==> src/rtl/seg7_scan_scheduler_if.sv <==
// Requester-side bus of the seven-segment scan scheduler.
//   wr_en / wr_addr / wr_data : write one shadow digit (index 0 = leftmost)
//   commit                    : request a shadow-to-active copy at the next frame wrap
//   busy                      : a copy is pending
//   commit_done               : one-cycle pulse on the edge the copy happens
// master = requester, slave = scheduler.
interface seg7_scan_scheduler_if;
    logic       wr_en;
    logic [2:0] wr_addr;
    logic [3:0] wr_data;
    logic       commit;
    logic       busy;
    logic       commit_done;

    modport master (
        output wr_en, wr_addr, wr_data, commit,
        input  busy, commit_done
    );

    modport slave (
        input  wr_en, wr_addr, wr_data, commit,
        output busy, commit_done
    );
endinterface

==> src/rtl/seg7_scan_scheduler.sv <==
// Scan scheduler for a multiplexed 6-digit seven-segment display.
// Walks the digit select from 5 down to 6-NUM_USE, one slot per SCAN_DIV clocks,
// blanks the first DEAD clocks of every slot, and shows a double-buffered BCD store
// with optional leading-zero suppression. The active buffer is only ever reloaded
// on a frame wrap, so a frame never mixes old and new digits.
// Ports:
//   clk      : system clock, rising edge
//   reset    : asynchronous, active-low reset
//   bus      : requester write/commit bus (slave side)
//   lz_en    : leading-zero suppression enable
//   disp_en  : 0 blanks every digit, scanning keeps running
//   seg7_sel : index of the digit being driven
//   bcd_out  : code for the current digit, 4'hF = blank
//
// Commit state:
//   state      | meaning
//   ST_IDLE    | no copy requested
//   ST_PENDING | copy requested, waiting for the next frame wrap (busy = 1)
module seg7_scan_scheduler #(
    parameter int NUM_USE  = 6,
    parameter int SCAN_DIV = 16,
    parameter int DEAD     = 2
) (
    input  logic                        clk,
    input  logic                        reset,
    seg7_scan_scheduler_if.slave        bus,
    input  logic                        lz_en,
    input  logic                        disp_en,
    output logic [2:0]                  seg7_sel,
    output logic [3:0]                  bcd_out
);

    localparam int            CW      = (SCAN_DIV > 1) ? $clog2(SCAN_DIV) : 1;
    localparam int            LO_IDX  = 6 - NUM_USE;
    localparam logic [2:0]    SEL_LO  = 3'(LO_IDX);
    localparam logic [CW-1:0] PCNT_TC = CW'(SCAN_DIV - 1);
    localparam logic [CW-1:0] DEAD_V  = CW'(DEAD);

    typedef enum logic {ST_IDLE, ST_PENDING} cstate_t;

    cstate_t       state;
    logic [CW-1:0] pcnt;
    logic [CW-1:0] dcnt;
    logic [3:0]    shadow [6];
    logic [3:0]    active [6];
    logic          commit_done_q;

    logic          tick;
    logic          frame_wrap;
    logic [5:0]    lz;
    logic          zrun;
    logic [3:0]    cur_val;
    logic          cur_lz;

    assign tick       = (pcnt == PCNT_TC);
    assign frame_wrap = tick && (seg7_sel == SEL_LO);

    always_ff @(posedge clk or negedge reset) begin
        if (!reset) begin
            state         <= ST_IDLE;
            pcnt          <= '0;
            dcnt          <= DEAD_V;
            seg7_sel      <= 3'd5;
            commit_done_q <= 1'b0;
            for (int i = 0; i < 6; i++) begin
                shadow[i] <= 4'd0;
                active[i] <= 4'd0;
            end
        end else begin
            commit_done_q <= 1'b0;

            if (tick) begin
                pcnt     <= '0;
                dcnt     <= DEAD_V;
                seg7_sel <= frame_wrap ? 3'd5 : seg7_sel - 3'd1;
            end else begin
                pcnt <= pcnt + 1'b1;
                if (dcnt != '0) begin
                    dcnt <= dcnt - 1'b1;
                end
            end

            // Copy reads the old shadow, so a write on the copy edge waits for the next frame.
            for (int i = 0; i < 6; i++) begin
                if (bus.wr_en && (bus.wr_addr == 3'(i))) begin
                    shadow[i] <= bus.wr_data;
                end
            end

            case (state)
                ST_IDLE: begin
                    if (bus.commit) begin
                        state <= ST_PENDING;
                    end
                end
                ST_PENDING: begin
                    if (frame_wrap) begin
                        for (int i = 0; i < 6; i++) begin
                            active[i] <= shadow[i];
                        end
                        commit_done_q <= 1'b1;
                        // A commit landing on the wrap edge itself is held for the next wrap.
                        state <= bus.commit ? ST_PENDING : ST_IDLE;
                    end
                end
                default: state <= ST_IDLE;
            endcase
        end
    end

    assign bus.busy        = (state == ST_PENDING);
    assign bus.commit_done = commit_done_q;

    // Running AND of "digit is zero" from the leftmost scanned digit rightwards.
    always_comb begin
        zrun = lz_en;
        lz   = '0;
        for (int i = 0; i < 6; i++) begin
            if (i >= LO_IDX) begin
                zrun = zrun && (active[i] == 4'd0);
                if (i < 5) begin
                    lz[i] = zrun;
                end
            end
        end
    end

    always_comb begin
        cur_val = 4'd0;
        cur_lz  = 1'b0;
        for (int i = 0; i < 6; i++) begin
            if (seg7_sel == 3'(i)) begin
                cur_val = active[i];
                cur_lz  = lz[i];
            end
        end
        bcd_out = (!disp_en || (dcnt != '0) || cur_lz) ? 4'hF : cur_val;
    end

endmodule

==> src/flat_wrapper.sv <==
// flat-port wrapper written by rule: the top's interface ports become plain ports
module seg7_scan_scheduler_flat 
#(
    parameter int NUM_USE  = 6,
    parameter int SCAN_DIV = 16,
    parameter int DEAD     = 2
)
  (clk, reset, lz_en, disp_en, seg7_sel, bcd_out, bus_wr_en, bus_wr_addr, bus_wr_data, bus_commit, bus_busy, bus_commit_done);
  seg7_scan_scheduler_if bus_i ();
  input  logic clk;
  input  logic reset;
  input  logic lz_en;
  input  logic disp_en;
  output logic [2:0] seg7_sel;
  output logic [3:0] bcd_out;
  input wire logic [$bits(bus_i.wr_en)-1:0] bus_wr_en;
  input wire logic [$bits(bus_i.wr_addr)-1:0] bus_wr_addr;
  input wire logic [$bits(bus_i.wr_data)-1:0] bus_wr_data;
  input wire logic [$bits(bus_i.commit)-1:0] bus_commit;
  output wire logic [$bits(bus_i.busy)-1:0] bus_busy;
  output wire logic [$bits(bus_i.commit_done)-1:0] bus_commit_done;
  assign bus_i.wr_en = bus_wr_en;
  assign bus_i.wr_addr = bus_wr_addr;
  assign bus_i.wr_data = bus_wr_data;
  assign bus_i.commit = bus_commit;
  assign bus_busy = bus_i.busy;
  assign bus_commit_done = bus_i.commit_done;
  seg7_scan_scheduler #(.NUM_USE(NUM_USE), .SCAN_DIV(SCAN_DIV), .DEAD(DEAD)) u_core (.clk(clk), .reset(reset), .bus(bus_i), .lz_en(lz_en), .disp_en(disp_en), .seg7_sel(seg7_sel), .bcd_out(bcd_out));
endmodule
==> config.mk <==
export PLATFORM = sky130hd
export DESIGN_NAME = seg7_scan_scheduler_flat
export DESIGN_NICKNAME = d
export VERILOG_FILES = /design/src/rtl/seg7_scan_scheduler_if.sv /design/src/rtl/seg7_scan_scheduler.sv /design/src/flat_wrapper.sv
export SDC_FILE = /design/constraint.sdc
export NUM_CORES = 1
export LEC_CHECK = 0
export CAP_MARGIN = 30
export CELL_PAD_IN_SITES_DETAIL_PLACEMENT = 1
export CELL_PAD_IN_SITES_GLOBAL_PLACEMENT = 2
export CORE_UTILIZATION = 43
export CTS_BUF_LIST = sky130_fd_sc_hd__clkbuf_4 sky130_fd_sc_hd__clkbuf_8 sky130_fd_sc_hd__clkbuf_16
export CTS_CLUSTER_DIAMETER = 30
export DETAILED_ROUTE_END_ITERATION = 10
export DONT_BUFFER_PORTS = 1
export PLACE_DENSITY = 0.83
export SLEW_MARGIN = 25
export SYNTH_ARGS = -nofsm -noshare
export SYNTH_HDL_FRONTEND = slang
export SYNTH_SLANG_ARGS = --single-unit
==> constraint.sdc <==
create_clock -name clk -period 2.6 [get_ports clk]
set_clock_uncertainty 0.05 [all_clocks]
set_input_delay 0.39 -clock clk [delete_from_list [all_inputs] [get_ports clk]]
set_output_delay 0.39 -clock clk [all_outputs]
set_load 0.005 [all_outputs]
==> flow_metrics.tcl <==
set metrics [dict create \
    status "complete, but fails checks" \
    violations "design-rule violations" \
    highest_layer "met4" \
    yosys.area.top_type "dfrtp_1" \
    wl_met1_mm 2.82 \
    cp-start-kind "register" \
    finalCritPeriodShare_pct 97.2 \
    wl_met3_um 265 \
    vdd_drop_max_uv 386 \
    vias 1855 \
    cts_root_buf "clkbuf_8" \
    ant_nets 0 \
    synth.most_common_cell "dfrtp_1" \
    whs_ns 0.107 \
    dp_slack_ns 0.304 \
    instances_no_fill 326 \
    dr.first_iter.drc_count 83 \
    syn_nets 257 \
    critical_path_class "register to output port" \
    tightestPinTransition_ns 0.633 \
    fin_setup_tns_ns 0 \
    cts_tree "done" \
    grt_usage_pct 20.0 \
    dpl.cell_count 308 \
    synth_common_cells "dfrtp_1 (58), mux2_2 (48), a21oi_1 (12), nand2_1 (12), o21ai_0 (11)" \
    ios 22 \
    die_w_um 83.8 \
    cts_max_path_buffers 2 \
    worstHoldPathType "input port to register" \
    core_sq_um 6420 \
    fp-row-count 29 \
    ys_async_sr_fraction_pct 100 \
    drc 2 \
    avgViaCountPerCell 5.69 \
    initial_core_util_pct 44.8 \
    synth_top_area_share_pct 50.4 \
    synth_area_leaders "dfrtp_1 (50%), mux2_2 (19%), ha_1 (3.5%)" \
    finalSetupViolCount 0 \
    clk_latency_ns 0.34 \
    syn_inst 236 \
    n_antenna_cell 0 \
    max_freq_mhz 396 \
    die_area_sq_um 7030 \
    nets 265 \
    synth_edf_count 0 \
    io_buffers 0 \
    antenna_found_initial 0 \
    cts.sinks 61 \
    placed_area_sq_um 2980 \
    ys_types 39 \
    worstSetupEndpointType "output port" \
    n_fill_cell 676 \
    total_power_mw 2.18 \
    finalHoldViolCount 0 \
    synth_flop_cell "dfrtp_1" \
    htreeDepth 3 \
    die_h_um 83.8 \
    final_area_sq_um 3230 \
    gr-total-overflow 0 \
    grt_max_degree 62 \
    yosys_warnings 0 \
    wl_mm 6.24 \
    maxCapViolCount 0 \
    hpwlAfterDp_mm 4.40 \
    synth_area_per_cell_sq_um 12.2 \
    ys_ff_latch 61 \
    worstPathArrival_ns 2.09 \
    ys_seq_area_share_pct 53.2 \
    worstPathMaxFanout 11 \
    netlist_area_sq_um 2880 \
    slew_violations 0 \
    rsz0062_at_grt "yes" \
    crit_required_ns 2.16 \
    numCtsBuffers 9 \
    power_density_nw_per_um2 675 \
    place.gp.congestion 0.763 \
    p_leak_nw 1.40 \
    syn2layout_area_growth_pct 12.3 \
    cts.clk_slew.worst_paths_ns 0.07 \
    slew_headroom_pct 57.7 \
    grt_pass1_wl_mm 10.5 \
    dr.pass1.iters 7 \
    wl_met2_mm 2.97 \
    grt_pass1_vias 1961 \
    wl_per_cell_um 19.1 \
    postLayoutCoreUtil_pct 50.4 \
    period_needed_ns 2.53 \
    setup_slack_ns 0.0718 \
    drive_gt1_share_pct 34.9 \
]
## repair_timing
item	4_1_cts	5_1_grt
buffers inserted	0	0
hold endpoints to repair	61	0
pin swaps	0	1
hold buffers	2	0
setup endpoints to repair	4	4
gates resized for setup	2	6
## registers in the layout, summed over array words and instances (netlist names)
signal	cells
u_core.active	24
u_core.bus.busy	1
u_core.bus.commit_done	1
u_core.dcnt	4
u_core.pcnt	4
u_core.seg7_sel	3
u_core.shadow	24
## area by class of cell
type                    instances  area, sq um  share of cell area, %
clock inverters                 4         22.5                  0.696
repair buffers                  6         80.1                   2.48
flip-flops and latches         61         1530                   47.3
multi-input cells             156         1310                   40.5
clock buffers                  12          159                   4.91
well taps                      77         96.3                   2.98
inverters                      10         37.5                   1.16
## routing by layer
metal	up-vias	track usage [%]
met2	44	31.9
met1	930	24.9
met5	-	0
met3	17	5.64
met4	0	10.2
li1	864	-
## cells by family after synthesis
family / after synthesis / share of synthesized area [%]
AOI/OAI and AO/OA: 41 / 9.52
xor gates and xnor gates: 2 / 0.609
adders and majority gates: 8 / 3.48
buffers and inverters: 19 / 2.65
DFF: 61 / 53.2
muxes: 49 / 19.2
and+or+nand+nor: 56 / 11.4
## cell usage in the layout, fill, tap and decap left out, types with 2 or more instances in the layout
| cell type | Yosys | routed |
|---|---|---|
| buf_4 | 0 | 3 |
| nand3_1 | 7 | 7 |
| inv_1 | 10 | 9 |
| o21a_1 | 4 | 4 |
| a21oi_1 | 12 | 12 |
| a221oi_1 | 4 | 4 |
| dfstp_2 | 3 | 3 |
| or4_4 | 3 | 3 |
| nand2b_1 | 4 | 4 |
| clkbuf_8 | 0 | 11 |
| dfrtp_1 | 58 | 58 |
| clkinv_2 | 0 | 3 |
| o221ai_1 | 4 | 3 |
| nor4_1 | 2 | 2 |
| ha_1 | 8 | 5 |
| mux2_2 | 48 | 48 |
| nand2_1 | 12 | 12 |
| or3_1 | 2 | 2 |
| nor2_1 | 7 | 7 |
| nor2b_1 | 7 | 6 |
| nor3_1 | 3 | 3 |
| o21ai_0 | 11 | 11 |
| ha_4 | 0 | 2 |
## power breakdown
group	total, mW	switching [mW]	internal (mW)
registers	1.20	0.103	1.09
logic	0.214	0.0772	0.137
clock network	0.773	0.370	0.403
## critical path, cell delays in order (launching register included)
cell      delay (ns)
dfstp_2         0.57
inv_1           0.15
ha_4            0.25
o311ai_1        0.31
a211oi_1        0.08
buf_4           0.16
o221ai_1        0.22
## final timing paths
check	startpoint	depth (start not counted)	to	slack (ns)
worst max-delay path	u_core.seg7_sel[0]$_DFFE_PN1P_	6	bcd_out[1]	0.07
worst min-delay path	bus_commit	1	u_core.bus.busy$_DFF_PN0_	0.11
worst max register to register	u_core.seg7_sel[0]$_DFFE_PN1P_	6	u_core.active[1]$_DFFE_PN0P_	0.62
worst min register to register	u_core.pcnt[0]$_DFF_PN0_	1	u_core.pcnt[0]$_DFF_PN0_	0.44
max in group asynchronous	reset	2	u_core.seg7_sel[2]$_DFFE_PN1P_	1.66
min in group asynchronous	reset	2	u_core.dcnt[3]$_DFFE_PN0P_	0.52
No activity file was read; power rests on OpenSTA's default activity.
